$ cat src/rtl/txn_resp_pkg.sv
// ============================================================================
// txn_resp_pkg : shared types for the transaction responder
// Rev 1.0 - initial release
// ============================================================================
`default_nettype none

package txn_resp_pkg;

    typedef enum logic [1:0] {
        IDLE   = 2'd0,
        ARMED  = 2'd1,
        ACTIVE = 2'd2
    } state_e;

    typedef enum logic [1:0] {
        WAIT_REQ = 2'd0,
        DELAY    = 2'd1,
        ACK_HI   = 2'd2
    } hs_state_e;

    typedef enum logic [1:0] {
        ERR_NONE     = 2'd0,
        ERR_NO_ARM   = 2'd1,
        ERR_NO_START = 2'd2,
        ERR_RESTART  = 2'd3
    } err_code_e;

    localparam int unsigned DLY_W = 4;

endpackage

`default_nettype wire

$ cat src/rtl/hs4_ack_responder.sv
// ============================================================================
// hs4_ack_responder : 4-phase req/ack target with programmable ack delay
// Rev 1.0 - initial release
// ============================================================================
`default_nettype none

module hs4_ack_responder
    import txn_resp_pkg::*;
#(
    parameter int unsigned ACK_DELAY = 0
) (
    input  logic clk,
    input  logic rst,
    input  logic enable_i,
    input  logic req_i,
    output logic ack_o,
    output logic beat_o
);

    // DELAY spends ACK_DELAY cycles, so the counter starts one below it
    localparam logic [DLY_W-1:0] DLY_LOAD = (ACK_DELAY == 0) ? '0 : DLY_W'(ACK_DELAY - 1);

    hs_state_e        hs_state_q, hs_state_d;
    logic [DLY_W-1:0] dly_q, dly_d;
    logic             beat_q, beat_d;

    always_ff @(posedge clk) begin
        if (rst) begin
            hs_state_q <= WAIT_REQ;
            dly_q      <= '0;
            beat_q     <= 1'b0;
        end else begin
            hs_state_q <= hs_state_d;
            dly_q      <= dly_d;
            beat_q     <= beat_d;
        end
    end

    always_comb begin
        hs_state_d = hs_state_q;
        dly_d      = dly_q;
        beat_d     = 1'b0;
        case (hs_state_q)
            WAIT_REQ: begin
                if (req_i && enable_i) begin
                    if (ACK_DELAY == 0) begin
                        hs_state_d = ACK_HI;
                        beat_d     = 1'b1;
                    end else begin
                        hs_state_d = DELAY;
                        dly_d      = DLY_LOAD;
                    end
                end
            end
            // enable is not consulted past WAIT_REQ: a started handshake always completes
            DELAY: begin
                if (!req_i) begin
                    hs_state_d = WAIT_REQ;
                end else if (dly_q == '0) begin
                    hs_state_d = ACK_HI;
                    beat_d     = 1'b1;
                end else begin
                    dly_d = dly_q - 1'b1;
                end
            end
            ACK_HI: begin
                if (!req_i) begin
                    hs_state_d = WAIT_REQ;
                end
            end
            default: hs_state_d = WAIT_REQ;
        endcase
    end

    assign ack_o  = (hs_state_q == ACK_HI);
    assign beat_o = beat_q;

endmodule

`default_nettype wire

$ cat src/rtl/txn_responder.sv
// ============================================================================
// txn_responder : transaction target - arm/frame FSM, beat counter, status,
//                 protocol error reporting and sticky interrupt
// Rev 1.0 - initial release
// ============================================================================
`default_nettype none

module txn_responder
    import txn_resp_pkg::*;
#(
    parameter int unsigned LEN_W     = 8,
    parameter int unsigned ACK_DELAY = 0
) (
    input  logic             clk,
    input  logic             rst,
    input  logic             rt_i,
    input  logic             start_i,
    input  logic             endd_i,
    input  logic             stop_i,
    input  logic             req_i,
    output logic             ack_o,
    output logic             rdy_o,
    output logic             status_valid_o,
    output logic [LEN_W-1:0] status_len_o,
    output logic             status_aborted_o,
    output logic             er_o,
    output logic [1:0]       er_code_o,
    input  logic             irq_en_i,
    input  logic             irq_clr_i,
    output logic             interrupt_o
);

    localparam logic [LEN_W-1:0] CNT_MAX = '1;

    state_e           state_q, state_d;
    logic [LEN_W-1:0] cnt_q, cnt_d, cnt_inc;
    logic             stat_vld_q, stat_vld_d;
    logic [LEN_W-1:0] stat_len_q, stat_len_d;
    logic             stat_abort_q, stat_abort_d;
    logic             er_q, er_d;
    err_code_e        er_code_q, er_code_d;
    logic             irq_q, irq_d;
    logic             hs_en;
    logic             beat;

    assign hs_en = (state_q == ACTIVE);

    hs4_ack_responder #(
        .ACK_DELAY (ACK_DELAY)
    ) u_hs (
        .clk      (clk),
        .rst      (rst),
        .enable_i (hs_en),
        .req_i    (req_i),
        .ack_o    (ack_o),
        .beat_o   (beat)
    );

    // includes a beat landing this cycle, so a close in the same cycle reports it
    assign cnt_inc = (beat && (cnt_q != CNT_MAX)) ? (cnt_q + LEN_W'(1)) : cnt_q;

    always_ff @(posedge clk) begin
        if (rst) begin
            state_q      <= IDLE;
            cnt_q        <= '0;
            stat_vld_q   <= 1'b0;
            stat_len_q   <= '0;
            stat_abort_q <= 1'b0;
            er_q         <= 1'b0;
            er_code_q    <= ERR_NONE;
            irq_q        <= 1'b0;
        end else begin
            state_q      <= state_d;
            cnt_q        <= cnt_d;
            stat_vld_q   <= stat_vld_d;
            stat_len_q   <= stat_len_d;
            stat_abort_q <= stat_abort_d;
            er_q         <= er_d;
            er_code_q    <= er_code_d;
            irq_q        <= irq_d;
        end
    end

    always_comb begin
        state_d      = state_q;
        cnt_d        = cnt_q;
        stat_vld_d   = 1'b0;
        stat_len_d   = '0;
        stat_abort_d = 1'b0;
        er_d         = 1'b0;
        er_code_d    = ERR_NONE;

        irq_d = irq_q;
        if (irq_clr_i) begin
            irq_d = 1'b0;
        end
        if ((stat_vld_q || er_q) && irq_en_i) begin
            irq_d = 1'b1;
        end

        case (state_q)
            IDLE: begin
                if (start_i) begin
                    er_d      = 1'b1;
                    er_code_d = ERR_NO_ARM;
                end else if (endd_i || stop_i) begin
                    er_d      = 1'b1;
                    er_code_d = ERR_NO_START;
                end
                if (rt_i) begin
                    state_d = ARMED;
                end
            end
            ARMED: begin
                if (endd_i || stop_i) begin
                    er_d      = 1'b1;
                    er_code_d = ERR_NO_START;
                end
                if (start_i) begin
                    state_d = ACTIVE;
                    cnt_d   = '0;
                end
            end
            ACTIVE: begin
                cnt_d = cnt_inc;
                if (start_i) begin
                    er_d      = 1'b1;
                    er_code_d = ERR_RESTART;
                end
                if (endd_i || stop_i) begin
                    state_d      = IDLE;
                    stat_vld_d   = 1'b1;
                    stat_len_d   = cnt_inc;
                    stat_abort_d = stop_i;
                end
            end
            default: state_d = IDLE;
        endcase
    end

    assign rdy_o            = (state_q == ARMED);
    assign status_valid_o   = stat_vld_q;
    assign status_len_o     = stat_len_q;
    assign status_aborted_o = stat_abort_q;
    assign er_o             = er_q;
    assign er_code_o        = er_code_q;
    assign interrupt_o      = irq_q;

endmodule

`default_nettype wire

$ cat config.mk
export PLATFORM = sky130hd
export DESIGN_NAME = txn_responder
export DESIGN_NICKNAME = d
export VERILOG_FILES = /design/src/rtl/txn_resp_pkg.sv /design/src/rtl/hs4_ack_responder.sv /design/src/rtl/txn_responder.sv
export SDC_FILE = /design/constraint.sdc
export NUM_CORES = 1
export LEC_CHECK = 0
export CAP_MARGIN = 20
export CELL_PAD_IN_SITES_DETAIL_PLACEMENT = 1
export CELL_PAD_IN_SITES_GLOBAL_PLACEMENT = 1
export CORE_ASPECT_RATIO = 0.9
export CORE_MARGIN = 2
export CORE_UTILIZATION = 30
export DETAILED_ROUTE_END_ITERATION = 10
export GPL_TIMING_DRIVEN = 0
export PLACE_DENSITY = 0.68
export SLEW_MARGIN = 20
export SYNTH_ARGS = -nofsm -noshare
export SYNTH_HDL_FRONTEND = slang
export SYNTH_SLANG_ARGS = --single-unit
$ cat constraint.sdc
create_clock -name clk -period 1.7 [get_ports clk]
set_input_delay 0.34 -clock clk [delete_from_list [all_inputs] [get_ports clk]]
set_output_delay 0.34 -clock clk [all_outputs]
set_load 0.01 [all_outputs]
==> impl_metrics.json <==
{
  "status": "complete, no violations",
  "ys.flop_type": "dfxtp_1",
  "dpl_worst_slack_ns": -0.332,
  "cts_made_buffers": 3,
  "multiInputGateArea_um2": 517,
  "numPortBuffers": 24,
  "yosysMostFrequentCell": "dfxtp_1",
  "p_leak_nw": 0.488,
  "drc": 0,
  "firstDrtPassIters": 4,
  "syn_to_final_growth_pct": 31.3,
  "critPathLaunchType": "flop",
  "fmax_mhz": 629,
  "finalPower_mw": 1.06,
  "drv_slew": 0,
  "clock_latency_ns": 0.27,
  "ys_seq_area_share_pct": 47.8,
  "wire_per_inst_um": 13.1,
  "utilization_pct": 41.8,
  "required_ns": 1.85,
  "worst_clock_skew_ns": 0.0103,
  "die-area_um2": 4130,
  "dpl.hpwl_um": 1890,
  "stdcell_count": 190,
  "synth-edff-count": 0,
  "drt_wl_total_um": 2490,
  "setup_slack_ns": 0.110,
  "cts.clk_slew.worst_paths_ns": 0.09,
  "slowest_delay_ns": 0.42,
  "hold_class": "flop to flop",
  "antenna_found_initial": 0,
  "max_cap_viol_count": 0,
  "async_flop_share_pct": 0,
  "crit_slowest_cell": "dfxtp_1",
  "arrival_ns": 1.74,
  "grt_overflow": 0,
  "vdd_drop_max_mv": 0.257,
  "cts_root_buf": "clkbuf_8",
  "globalplace.congestion": 0.725,
  "synthCells": 120,
  "antenna_cells": 0,
  "end_kind": "flop",
  "synth_top_area_share_pct": 47.8,
  "initial_core_util_pct": 31.8,
  "avgSynthCellArea_um2": 9.08,
  "grt_max_degree": 14,
  "viasPerCell": 5.12,
  "timing.slew.headroom_pct": 70.0,
  "timing.hold.ws_ns": 0.462,
  "fp.dieW_um": 67.5,
  "vias": 972,
  "criticalPathCategory": "flop to flop",
  "ant_nets": 0,
  "cts_buffer_depth": 2,
  "rsz0062_at_grt": "no",
  "ys_warn_count": 0,
  "crit_buf_inv": 0,
  "finalCritPeriodShare_pct": 93.5,
  "netlist_area_um2": 1090,
  "finalNetCount": 158,
  "synth-seq-cells": 26,
  "rows": 20,
  "synthTopCellsByCount": "dfxtp_1 (26), nor2_1 (14), a21oi_1 (12), nor3_1 (6)",
  "clock-sinks": 26,
  "dp.cells": 188,
  "p_per_area_nw_per_um2": 743,
  "cts_tree": "done",
  "ys_types": 35,
  "period_needed_ns": 1.59,
  "grtUsageTotal_pct": 13.1,
  "synth_area_leaders": "dfxtp_1 (48%), a21oi_1 (5.5%), nor2_1 (4.8%)",
  "num_io_pins": 25,
  "drive_above_1_share_pct": 10.3,
  "yosysTopAreaCell": "dfxtp_1",
  "worstPathCellList": "ha_2 -> nand3_1 -> o21a_1 -> and2_1 -> mux2_2",
  "critPathTopFamily": "flip-flops",
  "synth.net_count": 130,
  "core_area_um2": 3430,
  "n_fill_cell": 408,
  "htreeDepth": 1,
  "crit_fanout": 8,
  "setup_violations": 0,
  "hold_viol_final": 0,
  "worst_pin_slew_ns": 0.450,
  "drt_iter0_markers": 19,
  "grt_pass1_vias": 917,
  "die-height_um": 61.2,
  "seqCellArea_um2": 524,
  "grt_pass1_wl_um": 4110
}
==> final timing paths <==
path | from | endpoint | slack, ns | depth (start not counted)
max | cnt_q[0] | cnt_q[0] | 0.11 | 5
min | u_hs.hs_state_q[1] | u_hs.beat_o | 0.46 | 1
max reg2reg | cnt_q[0] | cnt_q[0] | 0.11 | 5
min reg2reg | u_hs.hs_state_q[1] | u_hs.beat_o | 0.46 | 1
==> power breakdown <==
| part | total (mW) | switching, mW | internal [mW] |
|---|---|---|---|
| Combinational | 0.0923 | 0.0393 | 0.0530 |
| Clock | 0.343 | 0.184 | 0.158 |
| Sequential | 0.628 | 0.00827 | 0.620 |
| Total | 1.06 | 0.232 | 0.831 |
==> per-layer routing <==
layer  track usage, %  routed length (µm)
met3             2.74                  98
met4             4.66                  19
met2             22.4                1240
met5                0                   0
met1             16.5                1130
==> flip-flops by register name, summed over array words and instances, names as in the netlist <==
signal and count:
cnt_q 8, status_len_o 8, er_code_o 2, state_q 2
er_o 1, interrupt_o 1, status_aborted_o 1, status_valid_o 1
u_hs.beat_o 1, u_hs.hs_state_q 1
==> stage by stage <==
stage | area (µm²) | TNS (ns)
global route | 1430 | 0
CTS | 1430 | 0
detailed placement | 1390 | -3.72
global placement | 1390 | -3.22
floorplan | 1090 | 0
finish | 1430 | 0
==> cell type report <==
cell class | count | area share (%)
inverters | 4 | 1.05
flip-flops and latches | 26 | 36.6
plain buffers | 6 | 2.80
repair buffers | 24 | 16.7
well taps | 44 | 3.85
multi-input cells | 83 | 36.1
clock buffers | 3 | 2.88
==> cells in the final DEF, fill, tap and decap left out, types with 4 or more instances in the layout <==
master	instances
nor2_1	14
a31oi_1	4
o21ai_0	4
a21oi_1	12
xnor2_1	4
nor3_1	6
dfxtp_1	25
inv_1	4
nand2b_1	4
clkdlybuf4s50_1	23
==> repair_timing <==
| action | 4_1_cts | 5_1_grt |
|---|---|---|
| buffers inserted | 0 | 0 |
| hold endpoints to repair | 0 | 0 |
| hold buffers | 0 | 0 |
| gates resized for setup | 4 | 2 |
| setup endpoints to repair | 3 | 4 |
==> logic make-up (layout without fill, tap and decap cells) <==
group	Yosys count	after routing	synth area share, %
simple gates	46	46	23.3
mux	4	4	3.79
buf+inv	11	37	5.05
xor+xnor	4	4	3.21
flops	26	26	47.8
compound gates	28	28	15.7
fa+ha+maj	1	1	1.15
(Power assumes the default switching activity.)
